## src/rtl/key_dir_queue.sv

```systemverilog
// key_dir_queue: per-player debounced 4-key pad feeding a reverse-free pending-turn FIFO
// Ports: clk, rst (sync, active high); key_up/key_down/key_left/key_right raw keys, bit p = player p;
// step_tick pops one queued turn per non-empty player; direction[2p+1:2p] current direction;
// queue_count per-player pending entries; turn_dropped pulses when a valid turn meets a full queue.
// Direction codes: 0 top, 1 down, 2 left, 3 right (key index matches its direction code).
module key_dir_queue #(
  parameter int NUM_PLAYERS = 1,
  parameter int DEBOUNCE_CYCLES = 500000,
  parameter int QUEUE_DEPTH = 4,
  parameter logic [1:0] INIT_DIR = 2'd0
)(
  input  logic clk,
  input  logic rst,
  input  logic [NUM_PLAYERS-1:0] key_up,
  input  logic [NUM_PLAYERS-1:0] key_down,
  input  logic [NUM_PLAYERS-1:0] key_left,
  input  logic [NUM_PLAYERS-1:0] key_right,
  input  logic step_tick,
  output logic [2*NUM_PLAYERS-1:0] direction,
  output logic [NUM_PLAYERS*$clog2(QUEUE_DEPTH+1)-1:0] queue_count,
  output logic [NUM_PLAYERS-1:0] turn_dropped
);
  localparam int CW = $clog2(DEBOUNCE_CYCLES+1);
  localparam int QW = $clog2(QUEUE_DEPTH+1);
  localparam int PW = QUEUE_DEPTH > 1 ? $clog2(QUEUE_DEPTH) : 1;
  for (genvar p = 0; p < NUM_PLAYERS; p++) begin : g_pl
    logic [3:0] raw, s1, s2, deb, deb_d, rise;
    logic [CW-1:0] cnt [4];
    logic ev, pop, full, valid, push, drop, dropped;
    logic [1:0] ev_dir, dir, ref_dir;
    logic [1:0] mem [QUEUE_DEPTH];
    logic [PW-1:0] head, tail, last_idx, head_nx, tail_nx;
    logic [QW-1:0] count;
    assign raw = {key_right[p], key_left[p], key_down[p], key_up[p]};
    assign rise = deb & ~deb_d;
    assign last_idx = tail == '0 ? PW'(QUEUE_DEPTH-1) : tail - 1'b1;
    assign head_nx = head == PW'(QUEUE_DEPTH-1) ? '0 : head + 1'b1;
    assign tail_nx = tail == PW'(QUEUE_DEPTH-1) ? '0 : tail + 1'b1;
    // new turns are judged against the newest pending turn, not the live direction
    assign ref_dir = count != '0 ? mem[last_idx] : dir;
    assign pop = step_tick && count != '0;
    assign full = count == QW'(QUEUE_DEPTH);
    assign valid = ev && ev_dir != ref_dir && ev_dir != (ref_dir ^ 2'b01);
    assign push = valid && (!full || pop);
    assign drop = valid && full && !pop;
    always_ff @(posedge clk) begin
      if (rst) begin
        s1 <= '0;
        s2 <= '0;
        deb <= '0;
        deb_d <= '0;
        ev <= 1'b0;
        ev_dir <= '0;
        for (int k = 0; k < 4; k++) cnt[k] <= '0;
      end else begin
        s1 <= raw;
        s2 <= s1;
        deb_d <= deb;
        // a press counts only as a lone key: its rise is the sole set debounced level
        ev <= $onehot(rise) && deb == rise;
        ev_dir <= {rise[3] | rise[2], rise[3] | rise[1]};
        for (int k = 0; k < 4; k++) begin
          if (s2[k] == deb[k]) cnt[k] <= '0;
          else if (cnt[k] == CW'(DEBOUNCE_CYCLES-1)) begin
            deb[k] <= s2[k];
            cnt[k] <= '0;
          end else cnt[k] <= cnt[k] + 1'b1;
        end
      end
    end
    always_ff @(posedge clk) begin
      if (rst) begin
        dir <= INIT_DIR;
        head <= '0;
        tail <= '0;
        count <= '0;
        dropped <= 1'b0;
      end else begin
        dropped <= drop;
        if (pop) begin
          dir <= mem[head];
          head <= head_nx;
        end
        if (push) tail <= tail_nx;
        count <= count + QW'(push) - QW'(pop);
      end
    end
    always_ff @(posedge clk) if (!rst && push) mem[tail] <= ev_dir;
    assign direction[2*p +: 2] = dir;
    assign queue_count[QW*p +: QW] = count;
    assign turn_dropped[p] = dropped;
  end
endmodule

```

## config.mk

```make
export PLATFORM = sky130hd
export DESIGN_NAME = key_dir_queue
export DESIGN_NICKNAME = d
export VERILOG_FILES = /design/src/rtl/key_dir_queue.sv
export SDC_FILE = /design/constraint.sdc
export NUM_CORES = 1
export LEC_CHECK = 0
export BUFFER_PORTS_ARGS = -buffer_cell sky130_fd_sc_hd__buf_2
export CORE_UTILIZATION = 55
export CTS_CLUSTER_DIAMETER = 100
export DETAILED_ROUTE_END_ITERATION = 10
export GPL_TIMING_DRIVEN = 0
export PLACE_DENSITY = 0.73
export SETUP_SLACK_MARGIN = 0.4
export SLEW_MARGIN = 20
export SYNTH_ARGS = -nofsm -noshare
export SYNTH_HDL_FRONTEND = slang
export SYNTH_SLANG_ARGS = --single-unit
```

## constraint.sdc

```tcl
create_clock -name clk -period 7.9 [get_ports clk]
set_input_delay 0.395 -clock clk [delete_from_list [all_inputs] [get_ports clk]]
set_output_delay 0.395 -clock clk [all_outputs]
set_load 0.05 [all_outputs]
```

==> results_tabular.tex, run 1 <==
\begin{tabular}{lr}
\hline
Metric & Value \\
\hline
\multicolumn{2}{l}{\textbf{GRT}} \\
\quad Initial antenna violation count & 0 \\
\quad Global-route wire length before repair & 15800 µm \\
\quad Maximum number of pins on one net before global-route repair & 17 \\
\quad Overall overflow remaining after global route & 0 \\
\quad Global-route total usage across every layer & 0.196 \\
\quad Number of global-route vias before repair & 3726 \\
\multicolumn{2}{l}{\textbf{Timing}} \\
\quad Achievable Freq & 325 MHz \\
\quad Post-Route Setup TNS & 0 ps \\
\quad Final-report hold violation count & 0 \\
\quad RSZ-0062 raised after global routing & false \\
\quad Slew at the pin closest to its max-slew limit & 534 ps \\
\quad Worst relative slew slack & 0.641 \\
\quad Final setup violating endpoints & 0 \\
\quad Final setup skew & 9.61 ps \\
\quad Final Max Slew Viols & 0 \\
\quad Ratio of final minimum period to clock period & 0.389 \\
\quad Time the worst path needs with I/O delays and setup & 3070 ps \\
\multicolumn{2}{l}{\textbf{Route}} \\
\quad Final Routed Wirelength & 9490 µm \\
\quad Number of vias in the routed layout & 3788 \\
\quad Starting DRC count in detailed routing & 76 \\
\quad First-pass iteration count of the detailed router & 4 \\
\quad Post-DR vias/cell & 4.93 \\
\quad DRC violations left & 0 \\
\quad Post-route ant nets & 0 \\
\quad Routed wirelength normalized by instance count & 12.4 µm \\
\multicolumn{2}{l}{\textbf{Hold path}} \\
\quad Worst hold start & key\_left \\
\quad Hold Crit Class & in2reg \\
\quad Depth of the worst hold-timing path & 2 \\
\multicolumn{2}{l}{\textbf{Critical path}} \\
\quad Cell Chain, Critical Path & inv\_1 -> ha\_1 -> nor2b\_4 -> mux4\_2 -> xor2\_2 -> a31oi\_4 -> o21ai\_0 -> ha\_1 -> fa\_1 -> xnor2\_1 -> xnor2\_1 -> nor2\_1 \\
\quad CP startpoint & g\_pl[0].tail[0] \\
\quad Max Fanout on Critical Path & 5 \\
\quad Arrival time worst endpoint & 3460 ps \\
\quad Register-to-register setup slack & 4830 ps \\
\quad Required time of the worst setup path & 8290 ps \\
\quad Type of the setup path with the least slack & reg2reg \\
\quad Worst Reg-to-Reg Cells & 12 \\
\quad Critical R2R Capture & queue\_count[2] \\
\quad Critical path startpoint category & register \\
\quad Crit path to & queue\_count[2] \\
\quad Beginning of the worst register-to-register path & g\_pl[0].tail[0] \\
\quad Standard cell with the maximum stage delay on the critical path & sky130\_fd\_sc\_hd\_\_mux4\_2 \\
\quad Capturing element type of the critical path & register \\
\quad Largest stage delay, worst path & 540 ps \\
\multicolumn{2}{l}{\textbf{Cells and area}} \\
\quad Register cell area after layout & 0.00310 mm² \\
\quad Net total in the final layout & 643 \\
\quad Fraction of layout instances using a drive strength above 1 & 0.0913 \\
\quad Area Overhead vs Synth & 17.8\% \\
\quad Area of the multi-input gates & 0.00271 mm² \\
\quad Layout filler cell count & 770 \\
\quad Final Cell Area & 0.00666 mm² \\
\quad Total inserted antenna cells & 0 \\
\multicolumn{2}{l}{\textbf{Placed design}} \\
\quad Post-DP Area & 0.00616 mm² \\
\quad Routability congestion estimate & 0.808 \\
\quad Detailed placement HPWL & 6840 µm \\
\quad \# port buffers & 12 \\
\multicolumn{2}{l}{\textbf{Clocking}} \\
\quad Post-CTS repair timing setup buffer count & 0 \\
\quad Count of cells resized by post-cts repair & 0 \\
\quad Clk buf depth & 2 \\
\quad CTS tree & done \\
\quad Insertion delay of the later-clocked pin in the worst-skew pair & 510 ps \\
\quad Number of H-tree branching levels & 4 \\
\quad \# clock sinks & 113 \\
\quad Num CTS Buffers & 17 \\
\quad CTS Root Cell & sky130\_fd\_sc\_hd\_\_clkbuf\_8 \\
\quad Clock-pin slew on the worst setup and hold paths & 60 ps \\
\quad Post-cts hold buffer count & 0 \\
\multicolumn{2}{l}{\textbf{Pwr}} \\
\quad Pwr dens & 223 mW/mm² \\
\quad Peak ir drop on the vdd network & 0.000127 V \\
\quad Leakage & 2.45 nW \\
\quad Power after layout & 0.00149 W \\
\multicolumn{2}{l}{\textbf{Die}} \\
\quad Die area & 0.0107 mm² \\
\quad Overall die width & 103 µm \\
\quad Floorplan row count & 36 \\
\quad Initial Utilization & 0.573 \\
\quad I/O pin count & 13 \\
\quad Core footprint & 0.00986 mm² \\
\quad Floorplan die height & 103 µm \\
\multicolumn{2}{l}{\textbf{Job}} \\
\quad Number of max-capacitance violations reported & 0 \\
\multicolumn{2}{l}{\textbf{Yosys}} \\
\quad Flop and latch count out of synthesis & 113 \\
\quad Syn\_area\_per\_cell & 11.0 µm² \\
\quad Top\_reg\_cell synth & sky130\_fd\_sc\_hd\_\_edfxtp\_1 \\
\quad Sequential-to-total area share from yosys stat & 0.549 \\
\quad Syn. warnings & 0 \\
\quad Share of synthesized flip-flops with an asynchronous set or reset & 0 \\
\quad Number of flops mapped to enable cells by yosys & 84 \\
\quad Unique cell type count in the Yosys netlist & 43 \\
\quad Cell area after technology mapping & 0.00565 mm² \\
\quad Post-synthesis instance total & 516 \\
\multicolumn{2}{l}{\textbf{Run status}} \\
\quad Run status & completed \\
\hline
\end{tabular}
## Yosys cell counts (all sizes together), types with 2 or more instances
library cell  instances  area [µm²]
nor4                  9        62.6
nor2b                16         108
a21oi                 4        20.0
nor2                110         413
dfxtp                29         581
or2                   3        18.8
or3                   2        12.5
mux4                  3        67.6
a22oi                 2        15.0
nand2b                8        50.1
edfxtp               84        2520
nand2                26        97.6
inv                  14        52.6
mux2i                 9        90.1
xor2                 41         367
nor3                  8        40.0
fa                    2        40.0
nor4b                 7        61.3
and3                 12        75.1
and4                  6        52.6
nand4                13        81.3
nand3                34         170
xnor2                36         315
clkbuf                5        18.8
ha                   12         150
buf                   8        50.1
## area by class of cell
type / count / share of cell area
Tap cell: 133 / 0.0250
Buffer: 13 / 0.0103
Multi-Input combinational cell: 451 / 0.407
Inverter: 14 / 0.00789
Clock buffer: 24 / 0.0691
Clock inverter: 8 / 0.00601
Sequential cell: 113 / 0.466
Timing Repair Buffer: 12 / 0.00902
## report_power, final
part	total (W)	internal (W)	switching (W)	leakage, nW
combinational	0.000153	0.0000611	0.0000918	1.11
sequential	0.000700	0.000668	0.0000323	1.09
clock	0.000636	0.000395	0.000241	0.247
## cells in the final DEF (no fill, tap or decap), drive strengths merged, types with 2 or more instances in the layout
| master | netlist | routed |
|---|---|---|
| nand3 | 34 | 34 |
| mux2i | 9 | 9 |
| a22oi | 2 | 2 |
| xnor2 | 36 | 36 |
| or3 | 2 | 2 |
| inv | 14 | 14 |
| nor4 | 9 | 9 |
| ha | 12 | 12 |
| clkinv | 0 | 7 |
| and4 | 6 | 6 |
| mux4 | 3 | 3 |
| dfxtp | 29 | 29 |
| nor4b | 7 | 7 |
| nor2b | 16 | 16 |
| xor2 | 41 | 41 |
| edfxtp | 84 | 84 |
| nand2 | 26 | 26 |
| or2 | 3 | 3 |
| nor2 | 110 | 110 |
| nand2b | 8 | 8 |
| clkbuf | 5 | 29 |
| and3 | 12 | 12 |
| nor3 | 8 | 8 |
| buf | 8 | 20 |
| a21oi | 4 | 4 |
| nand4 | 13 | 13 |
| conb | 1 | 76 |
| fa | 2 | 2 |
## flip-flops by register name, indices dropped and copies added (netlist names), 2 cells and up
signal / count
g_pl.tail: 2
g_pl.s2: 4
g_pl.deb_d: 4
g_pl.head: 2
g_pl.s1: 4
g_pl.cnt: 76
g_pl.ev_dir: 2
g_pl.deb: 4
direction: 2
g_pl.mem: 8
queue_count: 3
## how the worst min path moves through the flow
stage | end | slack (ps)
after global routing | g_pl[0].s1[3] | 90
after CTS | g_pl[0].s1[2] | 80
final | g_pl[0].s1[2] | 100
after global placement | g_pl[0].s2[3] | 420
after floorplan | g_pl[0].s2[0] | 410
after detailed placement | g_pl[0].s2[0] | 430
## kinds of logic after synthesis
group	synth area share
compound gates	0.0170
xor+xnor	0.121
fa+ha+maj	0.0336
buf+inv	0.0215
flops	0.549
mux	0.0305
other cells	0.000663
simple gates	0.227
## metrics by stage
| step | hold slack (ps) | utilization | std cells | setup WS [ps] |
|---|---|---|---|---|
| 6_report | 99.0 | 0.675 | 768 | 4830 |
| 5_1_grt | 94.3 | 0.675 | 768 | 4670 |
| 4_1_cts | 81.5 | 0.675 | 768 | 4800 |
| 2_1_floorplan | 414 | - | 591 | 5060 |
| 3_3_place_gp | 419 | 0.625 | 736 | 4910 |
| 3_5_place_dp | 430 | 0.625 | 736 | 4830 |
## worst max-delay path, delay by kind of cell, from the launching register on
kind                       cells  cell delay [ps]
AOI/OAI and AO/OA              2              360
muxes                          1              540
DFF                            1              420
and+or+nand+nor                2              170
xor gates and xnor gates       3              500
adders and majority gates      3              840
buffers and inverters          1              120
## routing by layer
layer,vias to the layer above,global-route usage,part of all wire
met4,0,0.0802,0.015
li1,1948,-,-
met3,13,0.0632,0.029
met1,1785,0.217,0.45
met5,-,0,0
met2,42,0.347,0.50
No activity file was read; power rests on OpenSTA's default activity.
==> run 2: changes to the inputs <==
clock period = 3.2 ns   (was 7.9 ns; I/O delays follow)
==> run 2 against run 1 <==
Against the previous run: maximum frequency grew 12%; worst hold slack lost 47 ps; clock skew shrank 1.1 ps; critical path type unchanged.
==> results_tabular.tex, run 2 (synthesized netlist as in run 1, its figures left out) <==
\begin{tabular}{lr}
\hline
Metric & Value \\
\hline
\multicolumn{2}{l}{\textbf{Critical path}} \\
\quad Arrival time worst endpoint & 3140 ps (-320 ps) \\
\quad Type of the setup path with the least slack & reg2reg \\
\quad Critical path startpoint category & register \\
\quad Capturing element type of the critical path & register \\
\quad Dominant delay contributor by cell family on the critical path & adder cells \\
\quad Critical path buffer and inverter count & 1 (unchanged) \\
\quad Largest stage delay, worst path & 570 ps (+30 ps) \\
\quad Max Fanout on Critical Path & 3 (-2) \\
\quad Standard cell with the maximum stage delay on the critical path & sky130\_fd\_sc\_hd\_\_mux4\_2 \\
\quad Cell Chain, Critical Path & inv\_2 -> ha\_4 -> nor2b\_4 -> mux4\_2 -> xor2\_4 -> a31oi\_4 -> o21ai\_2 -> ha\_2 -> fa\_2 -> xnor2\_2 -> xnor2\_1 -> nor2\_1 \\
\quad Required time of the worst setup path & 3580 ps (-4710 ps) \\
\multicolumn{2}{l}{\textbf{GRT}} \\
\quad Initial antenna violation count & 0 (unchanged) \\
\quad Maximum number of pins on one net before global-route repair & 17 (unchanged) \\
\quad Global-route total usage across every layer & 0.202 (+0.00603) \\
\quad Global-route wire length before repair & 16300 µm (+3.0\%) \\
\quad Overall overflow remaining after global route & 0 (unchanged) \\
\quad Number of global-route vias before repair & 3757 (+0.83\%) \\
\multicolumn{2}{l}{\textbf{Timing}} \\
\quad Final setup violating endpoints & 0 (unchanged) \\
\quad Worst relative slew slack & 0.556 (-0.0846) \\
\quad Post-Route Setup TNS & 0 ps (unchanged) \\
\quad Final Max Slew Viols & 0 (unchanged) \\
\quad Final-report hold violation count & 0 (unchanged) \\
\quad Time the worst path needs with I/O delays and setup & 2760 ps (-318 ps) \\
\quad Achievable Freq & 363 MHz (+12\%) \\
\quad Slew at the pin closest to its max-slew limit & 660 ps (+126 ps) \\
\quad Final setup skew & 8.50 ps (-1.11 ps) \\
\quad Ratio of final minimum period to clock period & 0.861 (+0.472) \\
\quad RSZ-0062 raised after global routing & true \\
\multicolumn{2}{l}{\textbf{Clocking}} \\
\quad Number of H-tree branching levels & 4 (unchanged) \\
\quad CTS Root Cell & sky130\_fd\_sc\_hd\_\_clkbuf\_8 \\
\quad Num CTS Buffers & 17 (unchanged) \\
\quad Clk buf depth & 2 (unchanged) \\
\quad Insertion delay of the later-clocked pin in the worst-skew pair & 510 ps (about the same) \\
\quad \# clock sinks & 113 (unchanged) \\
\quad CTS tree & done \\
\quad Clock-pin slew on the worst setup and hold paths & 60 ps (about the same) \\
\multicolumn{2}{l}{\textbf{Route}} \\
\quad First-pass iteration count of the detailed router & 4 (unchanged) \\
\quad Starting DRC count in detailed routing & 152 (+100\%) \\
\quad Number of vias in the routed layout & 3837 (+1.3\%) \\
\quad Routed wirelength normalized by instance count & 12.3 µm (-0.87\%) \\
\quad Post-route ant nets & 0 (unchanged) \\
\quad Post-DR vias/cell & 4.94 (+0.12\%) \\
\quad DRC violations left & 0 (unchanged) \\
\quad Final Routed Wirelength & 9520 µm (+0.30\%) \\
\multicolumn{2}{l}{\textbf{Cells and area}} \\
\quad Commonest cells after routing, fill and taps aside & 110 x sky130\_fd\_sc\_hd\_\_nor2\_1, 84 x sky130\_fd\_sc\_hd\_\_edfxtp\_1, 76 x sky130\_fd\_sc\_hd\_\_conb\_1 \\
\quad Total inserted antenna cells & 0 (unchanged) \\
\quad Layout filler cell count & 707 (-8.2\%) \\
\quad Register ranked first by flip-flop count & g\_pl.cnt \\
\quad Final Cell Area & 0.00687 mm² (+3.1\%) \\
\quad Register cell area after layout & 0.00311 mm² (+0.16\%) \\
\quad Fraction of layout instances using a drive strength above 1 & 0.112 (+0.0205) \\
\quad Flip-flop count of the largest register, all copies and words added & 76 (unchanged) \\
\quad Area of the multi-input gates & 0.00275 mm² (+1.5\%) \\
\quad Count of non-filler cells in the finished layout & 777 (+1.2\%) \\
\quad Area Overhead vs Synth & 21.4\% \\
\quad Most frequent standard cell in the layout excluding fill and tap cells & sky130\_fd\_sc\_hd\_\_nor2\_1 \\
\quad Net total in the final layout & 652 (+1.4\%) \\
\quad Largest registers & g\_pl.cnt x76, g\_pl.mem x8 \\
\multicolumn{2}{l}{\textbf{Die}} \\
\quad Die area & 0.0107 mm² (unchanged) \\
\quad Initial Utilization & 0.573 (unchanged) \\
\quad Overall die width & 103 µm (unchanged) \\
\quad I/O pin count & 13 (unchanged) \\
\quad Floorplan row count & 36 (unchanged) \\
\quad Core footprint & 0.00986 mm² (unchanged) \\
\quad Floorplan die height & 103 µm (unchanged) \\
\multicolumn{2}{l}{\textbf{Placed design}} \\
\quad Count of placed standard cells including taps & 736 (unchanged) \\
\quad Routability congestion estimate & 0.843 (+4.2\%) \\
\quad \# port buffers & 12 (unchanged) \\
\quad Post-DP Area & 0.00616 mm² (about the same) \\
\quad Detailed placement HPWL & 6710 µm (-1.9\%) \\
\multicolumn{2}{l}{\textbf{Pwr}} \\
\quad Cell-internal power & 0.00306 W (+170\%) \\
\quad Power share of the sequential group & 0.434 (-0.036) \\
\quad Clock Power Share & 0.461 (+0.034) \\
\quad Leakage & 2.54 nW (+3.6\%) \\
\quad Proportion of total power due to net switching & 0.231 (-0.0143) \\
\quad Net load switching power & 0.000919 W (+150\%) \\
\quad Peak ir drop on the vdd network & 0.000357 V (+180\%) \\
\quad Pwr dens & 580 mW/mm² (+160\%) \\
\quad Power after layout & 0.00398 W (+170\%) \\
\quad Comb pwr share & 0.105 (+0.002) \\
\multicolumn{2}{l}{\textbf{Run status}} \\
\quad Run status & completed \\
\multicolumn{2}{l}{\textbf{Hold path}} \\
\quad Hold Crit Class & in2reg \\
\multicolumn{2}{l}{\textbf{Job}} \\
\quad Number of max-capacitance violations reported & 0 (unchanged) \\
\hline
\end{tabular}
## run 2: worst min-delay path, stage by stage
cell and delay [ps]:
sky130_fd_sc_hd__buf_2 110, sky130_fd_sc_hd__nor4b_1 50, sky130_fd_sc_hd__and3_1 180
## run 2: layer usage
| layer | GRT usage | wire, µm | vias up |
|---|---|---|---|
| li1 | - | - | 1962 |
| met1 | 0.239 | 4360 | 1812 |
| met2 | 0.346 | 4770 | 50 |
| met3 | 0.0464 | 247 | 13 |
| met4 | 0.101 | 139 | 0 |
| met5 | 0 | 0 | - |
## run 2: through the flow
stage | utilization | hold slack (ps) | setup WS, ps
2_1_floorplan | - | 288 | 408
3_3_place_gp | 0.625 | 375 | 258
3_5_place_dp | 0.625 | 372 | 193
4_1_cts | 0.694 | 33.3 | 416
5_1_grt | 0.696 | 41.9 | 344
6_report | 0.696 | 52.5 | 443
## run 2: cell type report
type,instances,share of cell area
clock buffer,25,0.0691
sequential,113,0.453
multi-input combinational,451,0.401
timing repair buffer,21,0.0200
tap,133,0.0242
buffer,13,0.0100
clock inverter,7,0.0157
inverter,14,0.00765
## run 2: final timing paths
kind / startpoint / endpoint / slack, ps / depth (start not counted)
setup / recovery: g_pl[0].tail[0] / queue_count[2] / 440 / 12
hold / removal: step_tick / turn_dropped / 50 / 3
setup reg to reg: g_pl[0].tail[0] / queue_count[2] / 440 / 12
hold reg to reg: g_pl[0].s1[2] / g_pl[0].s2[2] / 440 / 1
## run 2: timing repair
action,in CTS,in global routing
hold buffers,4,0
hold endpoints to repair,4,0
setup endpoints to repair,2,1
cloned,0,0
pin swaps,6,3
resized for setup,7,4
buffers inserted,4,1
## run 2: power groups by stage
stage               Clock [W]  Sequential [W]  Combinational [W]
global route          0.00193         0.00174           0.000457
detailed placement          0         0.00176           0.000382
floorplan                   0         0.00181           0.000241
global placement            0         0.00175           0.000366
CTS                   0.00186         0.00173           0.000409
finish                0.00183         0.00173           0.000419
==> run 3: changes to the inputs <==
MAX_ROUTING_LAYER = met4   (was unset)
==> run 3 against run 2 <==
Against the previous run: die area is the same; non-clock buffer count is the same; sequential cell count is the same; largest cell class unchanged; largest power group unchanged.
==> results_tabular.tex, run 3 (synthesized netlist as in run 1, its figures left out) <==
\begin{tabular}{lr}
\hline
Metric & Value \\
\hline
\multicolumn{2}{l}{\textbf{Run status}} \\
\quad Run status & completed \\
\multicolumn{2}{l}{\textbf{GRT}} \\
\quad Number of global-route vias before repair & 3760 (+0.080\%) \\
\quad Busiest layer in global routing & met2 \\
\quad Maximum number of pins on one net before global-route repair & 17 (unchanged) \\
\quad Initial antenna violation count & 0 (unchanged) \\
\quad Fraction of met3 tracks used by global routing & 0.0464 (unchanged) \\
\quad Met1 track utilization from global routing & 0.239 (unchanged) \\
\quad Global-route total usage across every layer & 0.208 (+0.00632) \\
\quad Overall overflow remaining after global route & 0 (unchanged) \\
\quad Global-route wire length before repair & 16300 µm (unchanged) \\
\quad Met2 demand-to-capacity share in global routing & 0.346 (unchanged) \\
\multicolumn{2}{l}{\textbf{Route}} \\
\quad Post-route ant nets & 0 (unchanged) \\
\quad First-pass iteration count of the detailed router & 4 (unchanged) \\
\quad Starting DRC count in detailed routing & 137 (-9.9\%) \\
\quad Final Routed Wirelength & 9520 µm (about the same) \\
\quad Routed wirelength normalized by instance count & 12.3 µm (about the same) \\
\quad Post-DR vias/cell & 4.97 (+0.55\%) \\
\quad DRC violations left & 0 (unchanged) \\
\quad Number of vias in the routed layout & 3858 (+0.55\%) \\
\multicolumn{2}{l}{\textbf{Cells and area}} \\
\quad Total inserted antenna cells & 0 (unchanged) \\
\quad Largest registers & g\_pl.cnt x76, g\_pl.mem x8 \\
\quad Area Overhead vs Synth & 21.4\% (unchanged) \\
\quad Fraction of layout instances using a drive strength above 1 & 0.112 (unchanged) \\
\quad Flip-flop count of the largest register, all copies and words added & 76 (unchanged) \\
\quad Net total in the final layout & 652 (unchanged) \\
\quad Register ranked first by flip-flop count & g\_pl.cnt \\
\quad Commonest cells after routing, fill and taps aside & 110 x sky130\_fd\_sc\_hd\_\_nor2\_1, 84 x sky130\_fd\_sc\_hd\_\_edfxtp\_1, 76 x sky130\_fd\_sc\_hd\_\_conb\_1 \\
\quad Layout filler cell count & 707 (unchanged) \\
\quad Most frequent standard cell in the layout excluding fill and tap cells & sky130\_fd\_sc\_hd\_\_nor2\_1 \\
\multicolumn{2}{l}{\textbf{Timing}} \\
\quad RSZ-0062 raised after global routing & true \\
\quad Final-report hold violation count & 0 (unchanged) \\
\quad Post-Route Setup TNS & 0 ps (unchanged) \\
\quad Final setup violating endpoints & 0 (unchanged) \\
\quad Slew at the pin closest to its max-slew limit & 660 ps (+0.0000596 ps) \\
\quad Final setup skew & 9.94 ps (+1.44 ps) \\
\quad Worst relative slew slack & 0.556 (unchanged) \\
\quad Achievable Freq & 363 MHz (about the same) \\
\quad Final Max Slew Viols & 0 (unchanged) \\
\quad Ratio of final minimum period to clock period & 0.861 (about the same) \\
\quad Time the worst path needs with I/O delays and setup & 2750 ps (-2.55 ps) \\
\multicolumn{2}{l}{\textbf{Clocking}} \\
\quad CTS tree & done \\
\quad Insertion delay of the later-clocked pin in the worst-skew pair & 510 ps (about the same) \\
\quad Number of H-tree branching levels & 4 (unchanged) \\
\quad CTS Root Cell & sky130\_fd\_sc\_hd\_\_clkbuf\_8 \\
\quad Clock-pin slew on the worst setup and hold paths & 60 ps (about the same) \\
\quad Num CTS Buffers & 17 (unchanged) \\
\quad Clk buf depth & 2 (unchanged) \\
\quad \# clock sinks & 113 (unchanged) \\
\multicolumn{2}{l}{\textbf{Critical path}} \\
\quad Critical R2R Capture & queue\_count[2] \\
\quad Crit path to & queue\_count[2] \\
\quad Critical path startpoint category & register \\
\quad Beginning of the worst register-to-register path & g\_pl[0].tail[0] \\
\quad Arrival time worst endpoint & 3130 ps (about the same) \\
\quad Max Fanout on Critical Path & 3 (unchanged) \\
\quad Required time of the worst setup path & 3580 ps (about the same) \\
\quad Register-to-register setup slack & 450 ps (about the same) \\
\quad Type of the setup path with the least slack & reg2reg \\
\quad CP startpoint & g\_pl[0].tail[0] \\
\quad Worst Reg-to-Reg Cells & 12 (unchanged) \\
\quad Capturing element type of the critical path & register \\
\multicolumn{2}{l}{\textbf{Pwr}} \\
\quad Pwr dens & 579 mW/mm² (about the same) \\
\quad Peak ir drop on the vdd network & 0.000356 V (-0.39\%) \\
\quad Power after layout & 0.00398 W (about the same) \\
\quad Leakage & 2.54 nW (unchanged) \\
\multicolumn{2}{l}{\textbf{Die}} \\
\quad Floorplan die height & 103 µm (unchanged) \\
\quad Initial Utilization & 0.573 (unchanged) \\
\quad Overall die width & 103 µm (unchanged) \\
\quad Core footprint & 0.00986 mm² (unchanged) \\
\quad I/O pin count & 13 (unchanged) \\
\quad Die area & 0.0107 mm² (unchanged) \\
\quad Floorplan row count & 36 (unchanged) \\
\multicolumn{2}{l}{\textbf{Hold path}} \\
\quad Hold Crit Class & in2reg \\
\quad Depth of the worst hold-timing path & 3 (unchanged) \\
\multicolumn{2}{l}{\textbf{Placed design}} \\
\quad \# port buffers & 12 (unchanged) \\
\quad Routability congestion estimate & 0.856 (+1.6\%) \\
\quad Detailed placement HPWL & 6710 µm (unchanged) \\
\multicolumn{2}{l}{\textbf{Job}} \\
\quad Number of max-capacitance violations reported & 0 (unchanged) \\
\hline
\end{tabular}
-- run 3: cell counts in the layout (fill, tap and decap cells not counted) --
Identical to the previous run, type by type.
-- run 3: area by class of cell --
type | instances | area, µm² | share of cell area
Timing Repair Buffer | 21 | 138 | 0.0200
Buffer | 13 | 68.8 | 0.0100
Clock buffer | 25 | 474 | 0.0691
Clock inverter | 7 | 108 | 0.0157
Multi-Input combinational cell | 451 | 2750 | 0.401
Sequential cell | 113 | 3110 | 0.453
Inverter | 14 | 52.6 | 0.00765
Tap cell | 133 | 166 | 0.0242
-- run 3: how the worst min path moves through the flow --
| stage | endpoint | start | slack, ps |
|---|---|---|---|
| floorplan | g_pl[0].s1[0] | key_up | 290 |
| global placement | g_pl[0].s1[3] | key_right | 380 |
| CTS | turn_dropped | step_tick | 30 |
| global route | turn_dropped | step_tick | 40 |
| detailed placement | g_pl[0].s1[3] | key_right | 370 |
| finish | turn_dropped | step_tick | 50 |
-- run 3: critical path: stages (launching register included) --
cell	delay, ps
sky130_fd_sc_hd__dfxtp_4	340
sky130_fd_sc_hd__inv_2	50
sky130_fd_sc_hd__ha_4	160
sky130_fd_sc_hd__nor2b_4	100
sky130_fd_sc_hd__mux4_2	570
sky130_fd_sc_hd__xor2_4	190
sky130_fd_sc_hd__a31oi_4	220
sky130_fd_sc_hd__o21ai_2	70
sky130_fd_sc_hd__ha_2	180
sky130_fd_sc_hd__fa_2	360
sky130_fd_sc_hd__xnor2_2	150
sky130_fd_sc_hd__xnor2_1	190
sky130_fd_sc_hd__nor2_1	50
-- run 3: per-stage QoR --
stage,instance area [µm²],setup WS [ps],utilization,cells,hold WS [ps]
after floorplan,5940,408,-,591,288
after global placement,6160,258,0.625,736,375
after detailed placement,6160,193,0.625,736,372
after CTS,6840,416,0.694,776,33.3
after global routing,6870,345,0.696,777,41.9
final,6870,446,0.696,777,52.5
-- run 3: layer usage --
layer / part of all wire / wire length [µm]
met2: 0.51 / 4810
met4: 0.012 / 119
met5: 0 / 0
met3: 0.026 / 251
met1: 0.46 / 4340
-- run 3: where the power goes --
group | internal [W] | leakage [nW] | total (W) | switching (W)
Clock | 0.00124 | 0.285 | 0.00183 | 0.000593
Sequential | 0.00165 | 1.10 | 0.00173 | 0.0000784
Combinational | 0.000174 | 1.16 | 0.000419 | 0.000245
Total | 0.00306 | 2.54 | 0.00398 | 0.000916
-- run 3: repair_timing --
action / 4_1_cts / 5_1_grt
resized for setup: 7 / 4
setup endpoints to repair: 2 / 1
setup buffers: 4 / 1
hold endpoints to repair: 4 / 0
hold buffers: 4 / 0
pin swaps: 6 / 3
gates cloned: 0 / 0
